## config.mk

```make
export PLATFORM = sky130hd
export DESIGN_NAME = lift_call_queue
export DESIGN_NICKNAME = d
export VERILOG_FILES = /design/src/rtl/lift_pkg.sv /design/src/rtl/lift_call_queue_arb.sv /design/src/rtl/lift_call_queue.sv
export SDC_FILE = /design/constraint.sdc
export NUM_CORES = 1
export LEC_CHECK = 0
export ABC_CLOCK_PERIOD_IN_PS = 5300
export CAP_MARGIN = 20
export CORE_UTILIZATION = 40
export CTS_CLUSTER_SIZE = 10
export DETAILED_ROUTE_END_ITERATION = 12
export SYNTH_ARGS = -nofsm -noshare
export SYNTH_HDL_FRONTEND = slang
export SYNTH_HIERARCHICAL = 1
export SYNTH_SLANG_ARGS = --single-unit
```

## constraint.sdc

```tcl
create_clock -name clk -period 5.3 [get_ports clk]
set_input_delay 1.06 -clock clk [delete_from_list [all_inputs] [get_ports clk]]
set_output_delay 1.06 -clock clk [all_outputs]
set_load 0.05 [all_outputs]
```

## src/rtl/lift_pkg.sv

```systemverilog
// Shared encodings for the lift call queue: request codes, lift motion, FSM states.
// Latency: n/a (declarations only).
// Backpressure: n/a.
package lift_pkg;

    localparam int NUM_CALLS = 6;

    // Request codes presented to the downstream lift FSM
    localparam logic [2:0] REQ_NONE = 3'b000;
    localparam logic [2:0] REQ_1U   = 3'b001;
    localparam logic [2:0] REQ_2U   = 3'b010;
    localparam logic [2:0] REQ_3U   = 3'b011;
    localparam logic [2:0] REQ_2D   = 3'b110;
    localparam logic [2:0] REQ_3D   = 3'b111;
    localparam logic [2:0] REQ_4D   = 3'b100;

    // Motion reported by the lift FSM
    localparam logic [1:0] LIFT_UP   = 2'b00;
    localparam logic [1:0] LIFT_DOWN = 2'b01;
    localparam logic [1:0] LIFT_STAY = 2'b10;

    typedef enum logic [1:0] {
        ST_IDLE  = 2'd0,
        ST_ISSUE = 2'd1,
        ST_WAIT  = 2'd2
    } state_t;

    // Button index (same bit order as btn/pending) to request code
    function automatic logic [2:0] btn_code(input logic [2:0] idx);
        case (idx)
            3'd0:    btn_code = REQ_1U;
            3'd1:    btn_code = REQ_2U;
            3'd2:    btn_code = REQ_3U;
            3'd3:    btn_code = REQ_2D;
            3'd4:    btn_code = REQ_3D;
            3'd5:    btn_code = REQ_4D;
            default: btn_code = REQ_NONE;
        endcase
    endfunction

endpackage

```

## src/rtl/lift_call_queue_arb.sv

```systemverilog
// Combinational 6-way round-robin arbiter: first set req bit at or after ptr, wrapping 5->0.
// Latency: zero cycles (purely combinational).
// Backpressure: none; caller decides whether to accept the grant.
// Ports: req[5:0] candidate calls, ptr[2:0] search start, gnt_idx[2:0] winner, gnt_any any req set.
module lift_rr_arb (
    input  logic [5:0] req,
    input  logic [2:0] ptr,
    output logic [2:0] gnt_idx,
    output logic       gnt_any
);

    logic [3:0] w_idx;

    // Scan offsets from farthest to nearest so the nearest set bit is written last and wins.
    always_comb begin
        gnt_idx = 3'd0;
        gnt_any = 1'b0;
        w_idx   = 4'd0;
        for (int k = 5; k >= 0; k--) begin
            w_idx = {1'b0, ptr} + 4'(k);
            if (w_idx >= 4'd6) begin
                w_idx = w_idx - 4'd6;
            end
            if (req[w_idx[2:0]]) begin
                gnt_idx = w_idx[2:0];
                gnt_any = 1'b1;
            end
        end
    end

endmodule

```

## src/rtl/lift_call_queue.sv

```systemverilog
// Latches hall-button calls and hands them one at a time to the lift FSM, round-robin.
// Latency: call latched at edge N is issued (req_valid) after edge N+1 when lift is STAY and idle.
// Backpressure: issues only when lift_out==STAY; WAIT holds off until STAY or watchdog timeout.
// Ports: clk, rst_n (sync, active-low), btn[5:0] call pulses, lift_out[1:0] lift motion,
//        req_code[2:0]/req_valid request to lift, pending[5:0] latched calls, busy, timeout pulse.
module lift_call_queue
    import lift_pkg::*;
#(
    parameter int WD_LIMIT = 15
) (
    input  logic       clk,
    input  logic       rst_n,
    input  logic [5:0] btn,
    input  logic [1:0] lift_out,
    output logic [2:0] req_code,
    output logic       req_valid,
    output logic [5:0] pending,
    output logic       busy,
    output logic       timeout
);

    state_t     r_state,    w_state_nxt;
    logic [5:0] r_pending,  w_pending_nxt;
    logic [2:0] r_ptr,      w_ptr_nxt;
    logic [3:0] r_wait_cnt, w_wait_cnt_nxt;
    logic [2:0] r_req_code, w_req_code_nxt;
    logic [5:0] w_clr_mask;
    logic [2:0] w_gnt_idx;
    logic       w_gnt_any;
    logic       w_timeout;

    lift_rr_arb u_arb (
        .req     (r_pending),
        .ptr     (r_ptr),
        .gnt_idx (w_gnt_idx),
        .gnt_any (w_gnt_any)
    );

    always_ff @(posedge clk) begin
        if (!rst_n) begin
            r_state    <= ST_IDLE;
            r_pending  <= 6'd0;
            r_ptr      <= 3'd0;
            r_wait_cnt <= 4'd0;
            r_req_code <= REQ_NONE;
        end else begin
            r_state    <= w_state_nxt;
            r_pending  <= w_pending_nxt;
            r_ptr      <= w_ptr_nxt;
            r_wait_cnt <= w_wait_cnt_nxt;
            r_req_code <= w_req_code_nxt;
        end
    end

    always_comb begin
        w_state_nxt    = r_state;
        w_ptr_nxt      = r_ptr;
        w_wait_cnt_nxt = r_wait_cnt;
        w_req_code_nxt = r_req_code;
        w_clr_mask     = 6'd0;
        w_timeout      = 1'b0;

        case (r_state)
            ST_IDLE: begin
                w_req_code_nxt = REQ_NONE;
                if (w_gnt_any && (lift_out == LIFT_STAY)) begin
                    w_req_code_nxt = btn_code(w_gnt_idx);
                    w_clr_mask     = 6'b000001 << w_gnt_idx;
                    w_ptr_nxt      = (w_gnt_idx == 3'd5) ? 3'd0 : w_gnt_idx + 3'd1;
                    w_state_nxt    = ST_ISSUE;
                end
            end
            ST_ISSUE: begin
                w_req_code_nxt = REQ_NONE;
                w_wait_cnt_nxt = 4'd0;
                w_state_nxt    = ST_WAIT;
            end
            ST_WAIT: begin
                // Arrival (STAY) wins over the watchdog on the same cycle.
                if (lift_out == LIFT_STAY) begin
                    w_state_nxt = ST_IDLE;
                end else if (r_wait_cnt == 4'(WD_LIMIT)) begin
                    w_timeout   = 1'b1;
                    w_state_nxt = ST_IDLE;
                end else begin
                    w_wait_cnt_nxt = r_wait_cnt + 4'd1;
                end
            end
            default: begin
                w_state_nxt    = ST_IDLE;
                w_req_code_nxt = REQ_NONE;
            end
        endcase

        // Clear applied after set: other bits' presses still latch, a press on the
        // granted bit in the grant cycle is absorbed.
        w_pending_nxt = (r_pending | btn) & ~w_clr_mask;
    end

    assign req_code  = r_req_code;
    assign req_valid = (r_req_code != REQ_NONE);
    assign pending   = r_pending;
    assign busy      = (r_state == ST_ISSUE) || (r_state == ST_WAIT);
    assign timeout   = w_timeout;

endmodule

```

==> results.sh <==
export IMPL_status="finished clean"
export IMPL_postCtsSetupBuffers=0
export IMPL_synth_ff_type="dfxtp_1"
export IMPL_gp_congestion=0.889
export IMPL_crit_buf_inv=3
export IMPL_cpLargestDelayFamily="compound AO/OA/AOI/OAI gates"
export IMPL_drt_total_wl_mm=4.58
export IMPL_setup_viol=0
export IMPL_drc_errors=0
export IMPL_die_w_um=68.7
export IMPL_port_buffers=21
export IMPL_critPathMaxFanout=15
export IMPL_period_minus_slack_ps=3900
export IMPL_hold_viol_final=0
export IMPL_synth_area_um2=1780
export IMPL_clk_pin_slew_ps=70
export IMPL_hold_class="reg -> reg"
export IMPL_max_stage_delay_ps=690
export IMPL_drive_gt1_frac=0.0744
export IMPL_cp_common_cell="inv_1"
export IMPL_crit_start="r_ptr[0]"
export IMPL_routedWlPerCell_um=15.7
export IMPL_num_antenna_cells=0
export IMPL_cts_tree="done"
export IMPL_area_growth_pct=16.1
export IMPL_die_area_um2=4720
export IMPL_fmax_mhz=256
export IMPL_rsz0062_at_grt="false"
export IMPL_end_kind="flop"
export IMPL_drtPass1Iterations=4
export IMPL_place_hpwl_mm=3.54
export IMPL_slew_headroom=0.624
export IMPL_vias=1757
export IMPL_syn_nets=249
export IMPL_root_buffer="clkbuf_8"
export IMPL_numCtsBuffers=3
export IMPL_cts_sinks=18
export IMPL_hp_start="req_code[0]"
export IMPL_start_util=0.429
export IMPL_r2r_slack_ps=1400
export IMPL_synth_top_area_frac=0.203
export IMPL_worstHoldEndpoint="req_code[0]"
export IMPL_hold_depth=2
export IMPL_rr_endpoint="r_ptr[2]"
export IMPL_r2r_start="r_ptr[0]"
export IMPL_antenna_found_initial=0
export IMPL_grt_ovfl_total=0
export IMPL_n_fill_cell=439
export IMPL_critical_path_slowest_cell="dfxtp_1"
export IMPL_drtIter0Drc=204
export IMPL_avgSynthCellArea_um2=7.90
export IMPL_grt_pass1_vias=1508
export IMPL_ant_nets=0
export IMPL_grt_usage=0.210
export IMPL_tightestPinTransition_ps=549
export IMPL_fin_skew_ps=3.33
export IMPL_cts_hold_buf=0
export IMPL_tns_ps=0
export IMPL_num_io_pins=22
export IMPL_critPathLaunchType="flop"
export IMPL_die_y_um=68.7
export IMPL_synth_top_area_cell="dfxtp_1"
export IMPL_fin_nets=267
export IMPL_grt_max_degree=16
export IMPL_yosys_top_cells_area="dfxtp_1 (20%), ha_1 (9.9%), mux2i_1 (5.6%)"
export IMPL_ys_seq_area_frac=0.203
export IMPL_maxCapViolCount=0
export IMPL_cts_resized=0
export IMPL_crit_type="reg -> reg"
export IMPL_htree_num_levels=1
export IMPL_synth_most_common_cell="dfxtp_1"
export IMPL_yosys_warnings=6
export IMPL_synth_async_reset_ratio=0
export IMPL_synth_seq_cells=18
export IMPL_worstPathCellList="inv_1 -> ha_1 -> inv_1 -> and3_1 -> o21ai_0 -> nand4bb_1 -> o21bai_1 -> a22o_1 -> inv_1 -> nor2_1 -> ha_1 -> a311o_1 -> a21oi_1"
export IMPL_min_period_over_period=0.736
export IMPL_rr_worst_depth=13
export IMPL_slew_viol_final=0
export IMPL_core_area_um2=4140
export IMPL_viasPerCell=6.02
export IMPL_cp_data_required_time_ps=5480
export IMPL_critPathArrivalTime_ps=4080
export IMPL_grt_pass1_wl_mm=7.32
export IMPL_fp_row_count=23
export IMPL_insertion_delay_ps=250
export IMPL_ys_top_cells_by_count="dfxtp_1 (18), a21oi_1 (16), nor2_1 (15)"
export IMPL_cts_buffer_depth=2
export IMPL_synthDistinctLibCells=59
export IMPL_syn_instance_count=225
export IMPL_synth_edf_count=0
-- worst reg2reg max path: cells and delay by family (launching register included) --
family	cells	cell delay (ps)
AOI/OAI and AO/OA	5	1340
adders and majority gates	2	830
DFF	1	690
and+or+nand+nor	3	510
buffers and inverters	3	470
-- cells by family after synthesis --
| family | after synthesis | share of synthesized area |
|---|---|---|
| compound gates | 71 | 0.265 |
| xor+xnor | 5 | 0.0246 |
| fa+ha+maj | 14 | 0.0985 |
| buf+inv | 23 | 0.0626 |
| flops | 18 | 0.203 |
| mux | 15 | 0.0915 |
| simple gates | 79 | 0.255 |
-- flip-flops by register name, summed over array words and instances (netlist names) --
register and cells:
pending 6, r_wait_cnt 4, r_ptr 3, req_code 3, r_state 2
-- per-layer routing --
| metal | wire length (um) | part of all wire | GRT usage | vias up |
|---|---|---|---|---|
| met1 | 2270 | 0.50 | 0.295 | 816 |
| li1 | - | - | - | 886 |
| met5 | 0 | 0 | 0 | - |
| met4 | 41 | 0.0090 | 0.0573 | 0 |
| met3 | 228 | 0.050 | 0.0329 | 6 |
| met2 | 2040 | 0.44 | 0.327 | 49 |
-- worst max path at each step --
stage,endpoint,cells past startpoint
4_1_cts,timeout,4
5_1_grt,r_ptr[2],13
6_report,r_ptr[2],13
2_1_floorplan,r_ptr[2],17
3_3_place_gp,timeout,4
3_5_place_dp,timeout,4
-- final cells by class --
class                   count  area, um2  share of cell area
clock buffers               4       55.1              0.0267
multi-input cells         184       1310               0.633
inverters                  12       47.5              0.0230
well taps                  50       62.6              0.0303
repair buffers             24        233               0.113
flip-flops and latches     18        360               0.175
-- layout by cell type, fill, tap and decap left out, types with 2 or more instances in the layout --
cell type        instances
a2111oi_0                2
a211oi_1                 5
a21o_1                   3
a21oi_1                 16
a22o_1                   2
a31oi_1                  9
and3_1                   7
buf_4                    3
clkbuf_8                 4
clkdlybuf4s50_1         21
dfxtp_1                 18
ha_1                    14
inv_1                   10
mux2_2                   3
mux2i_1                 10
nand2_1                 10
nand2b_1                 4
nand3_1                  7
nand3b_1                 3
nand4_1                  3
nor2_1                  15
nor2b_1                  4
nor3_1                   7
nor4_1                   2
nor4b_1                  2
o211ai_1                 3
o21a_1                   2
o21ai_0                 12
o21bai_1                 2
o22ai_1                  2
o311ai_0                 3
o32ai_1                  2
or2_2                    2
or3_1                    3
xnor2_1                  2
xor2_1                   3
-- metrics by stage --
step	cells	hold WS (ps)	area (um2)	utilization	setup WS (ps)
after global routing	292	510	2060	0.498	1080
after floorplan	225	451	1780	-	1670
after global placement	288	466	2010	0.485	1530
after CTS	292	476	2060	0.498	1470
final	292	473	2060	0.498	1400
after detailed placement	288	460	2010	0.485	1470
Power is left out: the tool's default activity adds up to more than one toggle a clock period on the data nets, which glitch-free logic cannot reach.
